==> src/rtl/beam_sweep_ctrl_if.sv <==
// Configuration bus of the beam-steering sequencer: table write request
// with one-cycle accept/reject response.
interface beam_sweep_ctrl_if #(
  parameter int AW = 4
);
  logic          cfg_we;
  logic [AW-1:0] cfg_addr;
  logic [19:0]   cfg_wdata;
  logic          cfg_ack;
  logic          cfg_err;

  modport master (
    output cfg_we,
    output cfg_addr,
    output cfg_wdata,
    input  cfg_ack,
    input  cfg_err
  );

  modport slave (
    input  cfg_we,
    input  cfg_addr,
    input  cfg_wdata,
    output cfg_ack,
    output cfg_err
  );
endinterface

==> src/rtl/beam_sweep_ctrl.sv <==
// Beam-steering sequencer: steps a programmable weight table into the
// two-beam phase shifter with a per-entry dwell, single-shot or continuous.
module beam_sweep_ctrl #(
  parameter int AW = 4,
  parameter int DW = 12
) (
  input  logic               clock,
  input  logic               reset_n,
  beam_sweep_ctrl_if.slave   cfg,
  input  logic               start,
  input  logic               stop,
  input  logic               continuous,
  input  logic [AW-1:0]      last_idx,
  input  logic [DW-1:0]      dwell,
  output logic [4:0]         w_cos_1,
  output logic [4:0]         w_sin_1,
  output logic [4:0]         w_cos_2,
  output logic [4:0]         w_sin_2,
  output logic [AW-1:0]      step_idx,
  output logic               step_strobe,
  output logic               busy,
  output logic               done
);

  localparam int DEPTH = 2 ** AW;
  localparam logic [AW-1:0] IDX_ZERO = {AW{1'b0}};
  localparam logic [AW-1:0] IDX_ONE  = {{(AW-1){1'b0}}, 1'b1};
  localparam logic [DW-1:0] CNT_ZERO = {DW{1'b0}};
  localparam logic [DW-1:0] CNT_ONE  = {{(DW-1){1'b0}}, 1'b1};

  typedef enum logic [1:0] {
    ST_IDLE  = 2'd0,
    ST_FETCH = 2'd1,
    ST_DWELL = 2'd2
  } state_t;

  state_t        state_r;
  state_t        state_nxt_s;
  logic [AW-1:0] idx_r;
  logic [DW-1:0] cnt_r;
  logic          cont_r;
  logic [AW-1:0] last_r;
  logic [DW-1:0] dwell_r;
  logic [19:0]   table_r [DEPTH];
  logic          ack_r;
  logic          err_r;

  logic          launch_s;
  logic          load_s;
  logic          advance_s;
  logic          wrap_s;
  logic          done_s;
  logic          wr_ok_s;

  assign wr_ok_s     = cfg.cfg_we & (state_r == ST_IDLE);
  assign cfg.cfg_ack = ack_r;
  assign cfg.cfg_err = err_r;

  // Next-state and step-control decode; stop always takes priority.
  always_comb begin
    state_nxt_s = state_r;
    launch_s    = 1'b0;
    load_s      = 1'b0;
    advance_s   = 1'b0;
    wrap_s      = 1'b0;
    done_s      = 1'b0;
    case (state_r)
      ST_IDLE: begin
        if (start && !stop) begin
          state_nxt_s = ST_FETCH;
          launch_s    = 1'b1;
        end else begin
          state_nxt_s = ST_IDLE;
        end
      end
      ST_FETCH: begin
        if (stop) begin
          state_nxt_s = ST_IDLE;
        end else begin
          state_nxt_s = ST_DWELL;
          load_s      = 1'b1;
        end
      end
      ST_DWELL: begin
        if (stop) begin
          state_nxt_s = ST_IDLE;
        end else if (cnt_r == CNT_ZERO) begin
          if (idx_r != last_r) begin
            state_nxt_s = ST_FETCH;
            advance_s   = 1'b1;
          end else if (cont_r) begin
            state_nxt_s = ST_FETCH;
            wrap_s      = 1'b1;
          end else begin
            state_nxt_s = ST_IDLE;
            done_s      = 1'b1;
          end
        end else begin
          state_nxt_s = ST_DWELL;
        end
      end
      default: begin
        state_nxt_s = ST_IDLE;
      end
    endcase
  end

  // Sequencer state, sweep parameters, index and dwell counter.
  always_ff @(posedge clock or negedge reset_n) begin
    if (!reset_n) begin
      state_r <= ST_IDLE;
      idx_r   <= IDX_ZERO;
      cnt_r   <= CNT_ZERO;
      cont_r  <= 1'b0;
      last_r  <= IDX_ZERO;
      dwell_r <= CNT_ZERO;
      busy    <= 1'b0;
      done    <= 1'b0;
    end else begin
      state_r <= state_nxt_s;
      busy    <= (state_nxt_s != ST_IDLE);
      done    <= done_s;
      if (launch_s) begin
        idx_r   <= IDX_ZERO;
        cont_r  <= continuous;
        last_r  <= last_idx;
        dwell_r <= (dwell == CNT_ZERO) ? CNT_ONE : dwell;
      end else if (advance_s) begin
        idx_r <= idx_r + IDX_ONE;
      end else if (wrap_s) begin
        idx_r <= IDX_ZERO;
      end else begin
        idx_r <= idx_r;
      end
      // The FETCH cycle itself is one of the dwell_r+1 cycles of a step.
      if (load_s) begin
        cnt_r <= dwell_r - CNT_ONE;
      end else if ((state_r == ST_DWELL) && (cnt_r != CNT_ZERO)) begin
        cnt_r <= cnt_r - CNT_ONE;
      end else begin
        cnt_r <= cnt_r;
      end
    end
  end

  // Weight and index output registers, loaded at the close of FETCH.
  always_ff @(posedge clock or negedge reset_n) begin
    if (!reset_n) begin
      w_cos_1     <= 5'd0;
      w_sin_1     <= 5'd0;
      w_cos_2     <= 5'd0;
      w_sin_2     <= 5'd0;
      step_idx    <= IDX_ZERO;
      step_strobe <= 1'b0;
    end else begin
      step_strobe <= load_s;
      if (load_s) begin
        {w_cos_1, w_sin_1, w_cos_2, w_sin_2} <= table_r[idx_r];
        step_idx <= idx_r;
      end else begin
        step_idx <= step_idx;
      end
    end
  end

  // Weight table and configuration-bus response.
  always_ff @(posedge clock or negedge reset_n) begin
    if (!reset_n) begin
      for (int i = 0; i < DEPTH; i++) begin
        table_r[i] <= 20'd0;
      end
      ack_r <= 1'b0;
      err_r <= 1'b0;
    end else begin
      ack_r <= wr_ok_s;
      err_r <= cfg.cfg_we & ~wr_ok_s;
      if (wr_ok_s) begin
        table_r[cfg.cfg_addr] <= cfg.cfg_wdata;
      end else begin
        table_r[cfg.cfg_addr] <= table_r[cfg.cfg_addr];
      end
    end
  end

endmodule

==> src/flat_wrapper.sv <==
// flat-port wrapper written by rule: the top's interface ports become plain ports
module beam_sweep_ctrl_flat 
#(
  parameter int AW = 4,
  parameter int DW = 12
)
  (clock, reset_n, start, stop, continuous, last_idx, dwell, w_cos_1, w_sin_1, w_cos_2, w_sin_2, step_idx, step_strobe, busy, done, cfg_cfg_we, cfg_cfg_addr, cfg_cfg_wdata, cfg_cfg_ack, cfg_cfg_err);
  beam_sweep_ctrl_if #(.AW(AW)) cfg_i ();
  input  logic clock;
  input  logic reset_n;
  input  logic start;
  input  logic stop;
  input  logic continuous;
  input  logic [AW-1:0] last_idx;
  input  logic [DW-1:0] dwell;
  output logic [4:0] w_cos_1;
  output logic [4:0] w_sin_1;
  output logic [4:0] w_cos_2;
  output logic [4:0] w_sin_2;
  output logic [AW-1:0] step_idx;
  output logic step_strobe;
  output logic busy;
  output logic done;
  input wire logic [$bits(cfg_i.cfg_we)-1:0] cfg_cfg_we;
  input wire logic [$bits(cfg_i.cfg_addr)-1:0] cfg_cfg_addr;
  input wire logic [$bits(cfg_i.cfg_wdata)-1:0] cfg_cfg_wdata;
  output wire logic [$bits(cfg_i.cfg_ack)-1:0] cfg_cfg_ack;
  output wire logic [$bits(cfg_i.cfg_err)-1:0] cfg_cfg_err;
  assign cfg_i.cfg_we = cfg_cfg_we;
  assign cfg_i.cfg_addr = cfg_cfg_addr;
  assign cfg_i.cfg_wdata = cfg_cfg_wdata;
  assign cfg_cfg_ack = cfg_i.cfg_ack;
  assign cfg_cfg_err = cfg_i.cfg_err;
  beam_sweep_ctrl #(.AW(AW), .DW(DW)) u_core (.clock(clock), .reset_n(reset_n), .cfg(cfg_i), .start(start), .stop(stop), .continuous(continuous), .last_idx(last_idx), .dwell(dwell), .w_cos_1(w_cos_1), .w_sin_1(w_sin_1), .w_cos_2(w_cos_2), .w_sin_2(w_sin_2), .step_idx(step_idx), .step_strobe(step_strobe), .busy(busy), .done(done));
endmodule
==> config.mk <==
export PLATFORM = sky130hd
export DESIGN_NAME = beam_sweep_ctrl_flat
export DESIGN_NICKNAME = d
export VERILOG_FILES = /design/src/rtl/beam_sweep_ctrl_if.sv /design/src/rtl/beam_sweep_ctrl.sv /design/src/flat_wrapper.sv
export SDC_FILE = /design/constraint.sdc
export NUM_CORES = 1
export LEC_CHECK = 0
export CAP_MARGIN = 25
export CORE_ASPECT_RATIO = 0.5
export CORE_UTILIZATION = 60
export DETAILED_ROUTE_END_ITERATION = 16
export PLACE_DENSITY = 0.79
export RECOVER_POWER = 100
export SYNTH_ARGS = -nofsm -noshare
export SYNTH_HDL_FRONTEND = slang
export SYNTH_SLANG_ARGS = --single-unit
==> constraint.sdc <==
create_clock -name clock -period 6.63 [get_ports clock]
set_input_delay 1.326 -clock clock [delete_from_list [all_inputs] [get_ports clock]]
set_output_delay 1.326 -clock clock [all_outputs]
set_load 0.02 [all_outputs]
==> results_dict.tcl, run 1 <==
set metrics [dict create \
    cts_buffer_depth 3 \
    gp_congestion 0.867 \
    drtIter0Drc 2042 \
    die_w_um 260 \
    clk_latency_ns 0.55 \
    tightest_slew_ns 3.57 \
    h-tree-depth 2 \
    slew_headroom_pct -138 \
    maxCapViolCount 5 \
    avgSynthCellArea_um2 10.8 \
    grt_pass1_wl_um 88100 \
    clk_pin_slew_ns 0.07 \
    grt_pass1_vias 15082 \
    maxSlewViolCount 219 \
    p_leak_nw 8.64 \
    violations "capacitance limit, slew limit" \
    cpMaxStageDelayCell "clkbuf_1" \
    critPathKind "in2reg" \
    num_vias 15418 \
    setup_tns_ns 0 \
    synth_ff_type "dfrtp_1" \
    grt.total_usage_pct 34.6 \
    multi_input_area_um2 9540 \
    ys_seq_elements 384 \
    yosysTopAreaCell "dfrtp_1" \
    ios 75 \
    setup_violations 0 \
    critPathLaunch "cfg_cfg_we" \
    hold_viol 0 \
    cp_data_arrival_time_ns 5.73 \
    ant_nets 0 \
    nets 1882 \
    clock_sinks 384 \
    synth_area_um2 19900 \
    drc 0 \
    grt_max_degree 185 \
    crit_family "buffers and inverters" \
    cp.required_ns 7.02 \
    grt-ovfl-total 0 \
    cts_made_buffers 36 \
    diodes 0 \
    min_period_ns 5.34 \
    yosysSeqAreaShare_pct 48.2 \
    finalCritPeriodShare_pct 80.5 \
    netlist.area_leader.share_pct 48.2 \
    vdd_drop_max_v 0.000178 \
    syn_nets 1893 \
    synth_cell_types 66 \
    endpoint_kind "register" \
    status "finished, violations left" \
    portBuffers 74 \
    hold_path.class "reg2reg" \
    dieArea_um2 34000 \
    n_fill_cell 2338 \
    cts_setup_buffers 0 \
    rsz0062_at_grt "no" \
    synthArstFlopShare_pct 100 \
    hpwl_um 33800 \
    cpPeakStageDelay_ns 1.55 \
    synthTopCellsByArea "dfrtp_1 48%, mux4_2 12%, a21oi_1 8.0%, nor2_1 6.9%, mux2i_1 4.8%" \
    hold_start "u_core.step_idx[1]" \
    antenna_found_initial 3 \
    dp_slack_ns 1.99 \
    core-area_um2 32200 \
    postLayoutSetupSlackWorst_ns 1.29 \
    initial_core_util_pct 62.0 \
    post_drt_wl_per_cell_um 25.1 \
    cts_resized 0 \
    path_max_fanout 24 \
    rr_startpoint "u_core.state_r[0]" \
    finClkSkew_ns 0.0230 \
    drive_gt1_share_pct 17.2 \
    synth_edf_count 0 \
    max_clock_freq_mhz 187 \
    cp_num_buf_inv 3 \
    drtPass1Iterations 5 \
    regArea_um2 9610 \
    start_kind "primary input" \
    cts_hold_buf 0 \
    cp_cell_sequence "dlygate4sd3_1 -> nor3b_4 -> clkbuf_1 -> nand2b_1 -> buf_4 -> a2111oi_0 -> a211oi_4 -> a21oi_1" \
    vias_per_cell 6.72 \
    area_growth_pct 10.2 \
    cts_tree "built" \
    root_buffer "clkbuf_16" \
    power_density_nw_per_um2 336 \
    synth_cells 1845 \
    row_count 46 \
    yosysWarnings 0 \
    die_h_um 131 \
    route.final.wire_length_um 57600 \
]
[worst reg2reg max path: cells and delay by family (launching register included)]
kind / cells / cell delay, ns
flip-flops: 1 / 0.48
AO/OA/AOI/OAI: 3 / 1.02
buffers and inverters: 2 / 1.96
AND/OR/NAND/NOR: 2 / 0.89
[report_power, final]
part	switching (mW)	total, mW	internal (mW)
Sequential	0.508	3.44	2.93
Combinational	0.925	1.79	0.867
Clock	0.933	2.15	1.22
Total	2.37	7.38	5.01
[cell families (layout without fill, tap and decap cells)]
kind of cell | count (synthesis) | in the layout | synth area share [%]
xor+xnor | 20 | 20 | 0.878
fa+ha+maj | 2 | 2 | 0.125
buf+inv | 169 | 185 | 4.17
mux | 259 | 259 | 19.8
compound gates | 468 | 468 | 15.3
simple gates | 543 | 543 | 11.6
flops | 384 | 384 | 48.2
[cell usage in the layout (no fill, tap or decap), drive strengths merged, types with 3 or more instances in the layout]
cell,count
bufinv,3
a22o,5
nor3,37
xor2,10
nor2b,6
a2111oi,4
or3,5
nand2b,10
nand2,82
dlygate4sd3,31
o31ai,15
dfrtp,384
clkinv,9
buf,41
or4,4
inv,6
a221o,20
a31oi,16
o22ai,20
nor4,10
nor2,366
a22oi,30
mux2,61
a21oi,330
o21ai,9
a211oi,10
and2,4
mux4,102
clkbuf,56
mux2i,96
nand3,8
clkdlybuf4s50,39
xnor2,10
[sequential cells by signal, indices dropped and copies added (netlist names), 2 cells and up]
name             cells
u_core.table_r     320
u_core.w_sin_2       5
u_core.last_r        4
u_core.w_cos_1       5
u_core.idx_r         4
u_core.dwell_r      12
u_core.w_cos_2       5
u_core.state_r       2
u_core.cnt_r        12
u_core.step_idx      4
u_core.w_sin_1       5
[final timing paths]
| check | to | depth (start not counted) | slack, ns |
|---|---|---|---|
| max in group asynchronous | u_core.table_r[225] | 2 | 2.50 |
| min in group asynchronous | u_core.cnt_r[5] | 1 | 0.81 |
| max reg2reg | u_core.table_r[20] | 7 | 2.15 |
| max | u_core.table_r[20] | 8 | 1.29 |
| min | u_core.step_idx[1] | 2 | 0.48 |
| min reg2reg | u_core.step_idx[1] | 2 | 0.48 |
[per-stage QoR]
stage / cells / utilization, % / power [mW] / hold slack (ns) / instance area [um^2]
after detailed placement: 2227 / 64.9 / 5.23 / 0.467 / 20900
after floorplan: 1845 / - / 4.66 / 0.450 / 19900
after global placement: 2226 / 64.8 / 5.14 / 0.464 / 20800
final: 2293 / 68.3 / 7.38 / 0.478 / 22000
after CTS: 2292 / 68.6 / 7.39 / 0.484 / 22100
after global routing: 2293 / 68.3 / 7.72 / 0.504 / 22000
[area by class of cell]
class,count,area share (%)
clock buffers,51,4.72
clock inverters,14,0.729
inverters,4,0.0683
multi-input cells,1292,43.4
flip-flops and latches,384,43.7
well taps,432,2.46
repair buffers,116,4.88
[synth_stat cells (3+ instances only)]
cell	count
nand2_1	82
a22o_1	5
a21oi_1	320
nand2b_1	10
inv_1	3
nor3_2	3
nor4_1	9
a2111oi_2	4
a22oi_1	30
a31oi_4	15
and2_1	4
a211oi_1	6
buf_2	42
mux4_2	102
mux2_2	60
dfrtp_1	384
nor2_1	364
or4_4	3
buf_4	15
clkbuf_1	90
o21ai_0	7
nor3_1	34
buf_1	7
buf_6	8
mux2i_1	96
a221o_1	20
o31ai_1	13
or3_1	5
nand3_1	8
nor2b_1	6
a21oi_2	10
a211oi_4	4
xor2_1	10
o22ai_1	20
xnor2_1	10
[per-layer routing]
| layer | part of all wire [%] | routed length (um) | global-route usage [%] |
|---|---|---|---|
| met5 | 0 | 0 | 0 |
| met1 | 41 | 23600 | 47.3 |
| met2 | 44 | 25500 | 53.1 |
| met3 | 11 | 6480 | 9.84 |
| met4 | 3.6 | 2050 | 12.9 |
No activity file was read; power rests on OpenSTA's default activity.
==> inputs of run 2 (changes only) <==
--- a/config.mk
+++ b/config.mk
@@ -7,9 +7,9 @@
 export LEC_CHECK = 0
 export CAP_MARGIN = 25
 export CORE_ASPECT_RATIO = 0.5
-export CORE_UTILIZATION = 60
+export CORE_UTILIZATION = 56
 export DETAILED_ROUTE_END_ITERATION = 16
-export PLACE_DENSITY = 0.79
+export PLACE_DENSITY = 0.77
 export RECOVER_POWER = 100
 export SYNTH_ARGS = -nofsm -noshare
 export SYNTH_HDL_FRONTEND = slang
==> constraint.sdc (replaced) <==
create_clock -name clock -period 4.8 [get_ports clock]
set_input_delay 0.96 -clock clock [delete_from_list [all_inputs] [get_ports clock]]
set_output_delay 0.96 -clock clock [all_outputs]
set_load 0.02 [all_outputs]
==> results_dict.tcl, run 2 (same netlist as run 1, synthesis figures left out) <==
set metrics [dict create \
    status "finished, violations left" \
    violations "capacitance limit, slew limit" \
    grt_pass1_wl_um 86400 \
    portBuffers 74 \
    placed_area_um2 21100 \
    cpPeakStageDelay_ns 1.00 \
    cp_data_arrival_time_ns 4.54 \
    dieArea_um2 36400 \
    min_period_ns 4.19 \
    area_growth_pct 9.80 \
    cts_made_buffers 36 \
    core-area_um2 34800 \
    cts_tree "built" \
    gp_congestion 0.875 \
    die_h_um 135 \
    crit_family "simple AND/OR/NAND/NOR gates" \
    cp.required_ns 5.15 \
    hold_path.class "reg2reg" \
    crit_cells 7 \
    max_clock_freq_mhz 239 \
    layout_common_cells "381 x dfrtp_1, 355 x nor2_1, 327 x a21oi_1, 102 x mux4_2, 96 x mux2i_1" \
    vias_per_cell 6.54 \
    grt-ovfl-total 0 \
    r2r.worst_path.cells 6 \
    finalCritPeriodShare_pct 87.3 \
    fin_util_pct 63.0 \
    endpoint_kind "register" \
    largest-register "u_core.table_r" \
    design_power_total_mw 10.0 \
    route.final.wire_length_um 56000 \
    drc 0 \
    cp_num_buf_inv 2 \
    final_common_cell "dfrtp_1" \
    rsz0062_at_grt "no" \
    hold_depth 2 \
    drtPass1Iterations 5 \
    reg_top3 "u_core.table_r: 320 flops, u_core.cnt_r: 12 flops, u_core.dwell_r: 12 flops" \
    cts_setup_buffers 0 \
    grt.total_usage_pct 31.5 \
    clk_latency_ns 0.56 \
    clock_sinks 384 \
    num_vias 15371 \
    antenna_found_initial 3 \
    largest_reg_flops 320 \
    slew_headroom_pct -92.7 \
    final_area_um2 21900 \
    power_density_nw_per_um2 457 \
    start_kind "primary input" \
    h-tree-depth 2 \
    path_max_fanout 16 \
    cp_cell_sequence "dlygate4sd3_1 -> nor3b_1 -> nand2b_1 -> buf_12 -> o31ai_1 -> a31oi_1 -> a21oi_1" \
    n_fill_cell 2689 \
    die_w_um 269 \
    cts_resized 0 \
    dp_slack_ns 0.775 \
    cpMaxStageDelayCell "a31oi_1" \
    cts_hold_buf 0 \
    hold_viol 0 \
    finClkSkew_ns 0.0263 \
    ios 75 \
    p_leak_nw 8.66 \
    root_buffer "clkbuf_16" \
    clk_pin_slew_ns 0.06 \
    postLayoutSetupSlackWorst_ns 0.609 \
    hpwl_um 34400 \
    drive_gt1_share_pct 16.6 \
    row_count 48 \
    nets 1897 \
    setup_violations 0 \
    ant_nets 0 \
    rrSetupSlack_ns 1.07 \
    maxCapViolCount 4 \
    grt_pass1_vias 15124 \
    critPathKind "in2reg" \
    tightest_slew_ns 2.89 \
    post_drt_wl_per_cell_um 23.8 \
    drtIter0Drc 1749 \
    initial_core_util_pct 57.3 \
    grt_max_degree 110 \
    setup_tns_ns 0 \
    cts_buffer_depth 3 \
    vdd_drop_max_v 0.000261 \
    maxSlewViolCount 208 \
]
[run 2: cell types whose count changed in the layout (fill, tap and decap cells not counted), moves of 3 or more]
cell and delta:
clkbuf_2 +4, buf_12 +5, clkinv_2 -6, clkbuf_1 +3, a21oi_2 -4, a211oi_4 -3, a31oi_1 +12, a21oi_1 +4
a31oi_4 -12, buf_4 +11
[run 2: final cells by class]
class	instances	area, um^2	share of cell area (%)
Sequential cell	384	9620	43.9
Tap cell	475	594	2.71
Clock inverter	4	52.6	0.240
Timing Repair Buffer	131	1230	5.64
Multi-Input combinational cell	1292	9300	42.5
Clock buffer	58	1070	4.91
Inverter	4	15.0	0.0686
Antenna cell	1	2.50	0.0114
[run 2: worst register-to-register path, stage by stage, from the launching register on]
cell	delay, ns
dfrtp_1	0.48
nor3b_1	0.98
nand2b_1	0.51
buf_12	0.26
o31ai_1	0.13
a31oi_1	1.00
a21oi_1	0.20
[run 2: per-layer routing]
layer  routed length, um  global-route usage, %
met4                1550                   10.5
met3                6410                   7.89
met1               23300                   45.2
met5                  12                      0
met2               24700                   47.2
[run 2: power breakdown]
group          internal [mW]  switching, mW  leakage, nW  total, mW
Combinational           1.19           1.23         3.73       2.42
Sequential              4.05          0.706         4.38       4.75
Clock                   1.59           1.25        0.550       2.84
Total                   6.82           3.19         8.66       10.0
[run 2: worst paths after layout]
check,from,to
setup / recovery,cfg_cfg_we,u_core.table_r[122]
hold / removal,u_core.step_idx[1],u_core.step_idx[1]
setup reg to reg,u_core.state_r[0],u_core.table_r[122]
hold reg to reg,u_core.step_idx[1],u_core.step_idx[1]
max in group asynchronous,reset_n,u_core.table_r[240]
min in group asynchronous,reset_n,u_core.table_r[31]
[run 2: metrics by stage]
stage          instances  hold WS (ns)
6_report            2349         0.471
5_1_grt             2348         0.504
4_1_cts             2348         0.479
3_5_place_dp        2286         0.465
3_3_place_gp        2285         0.461
2_1_floorplan       1845         0.450
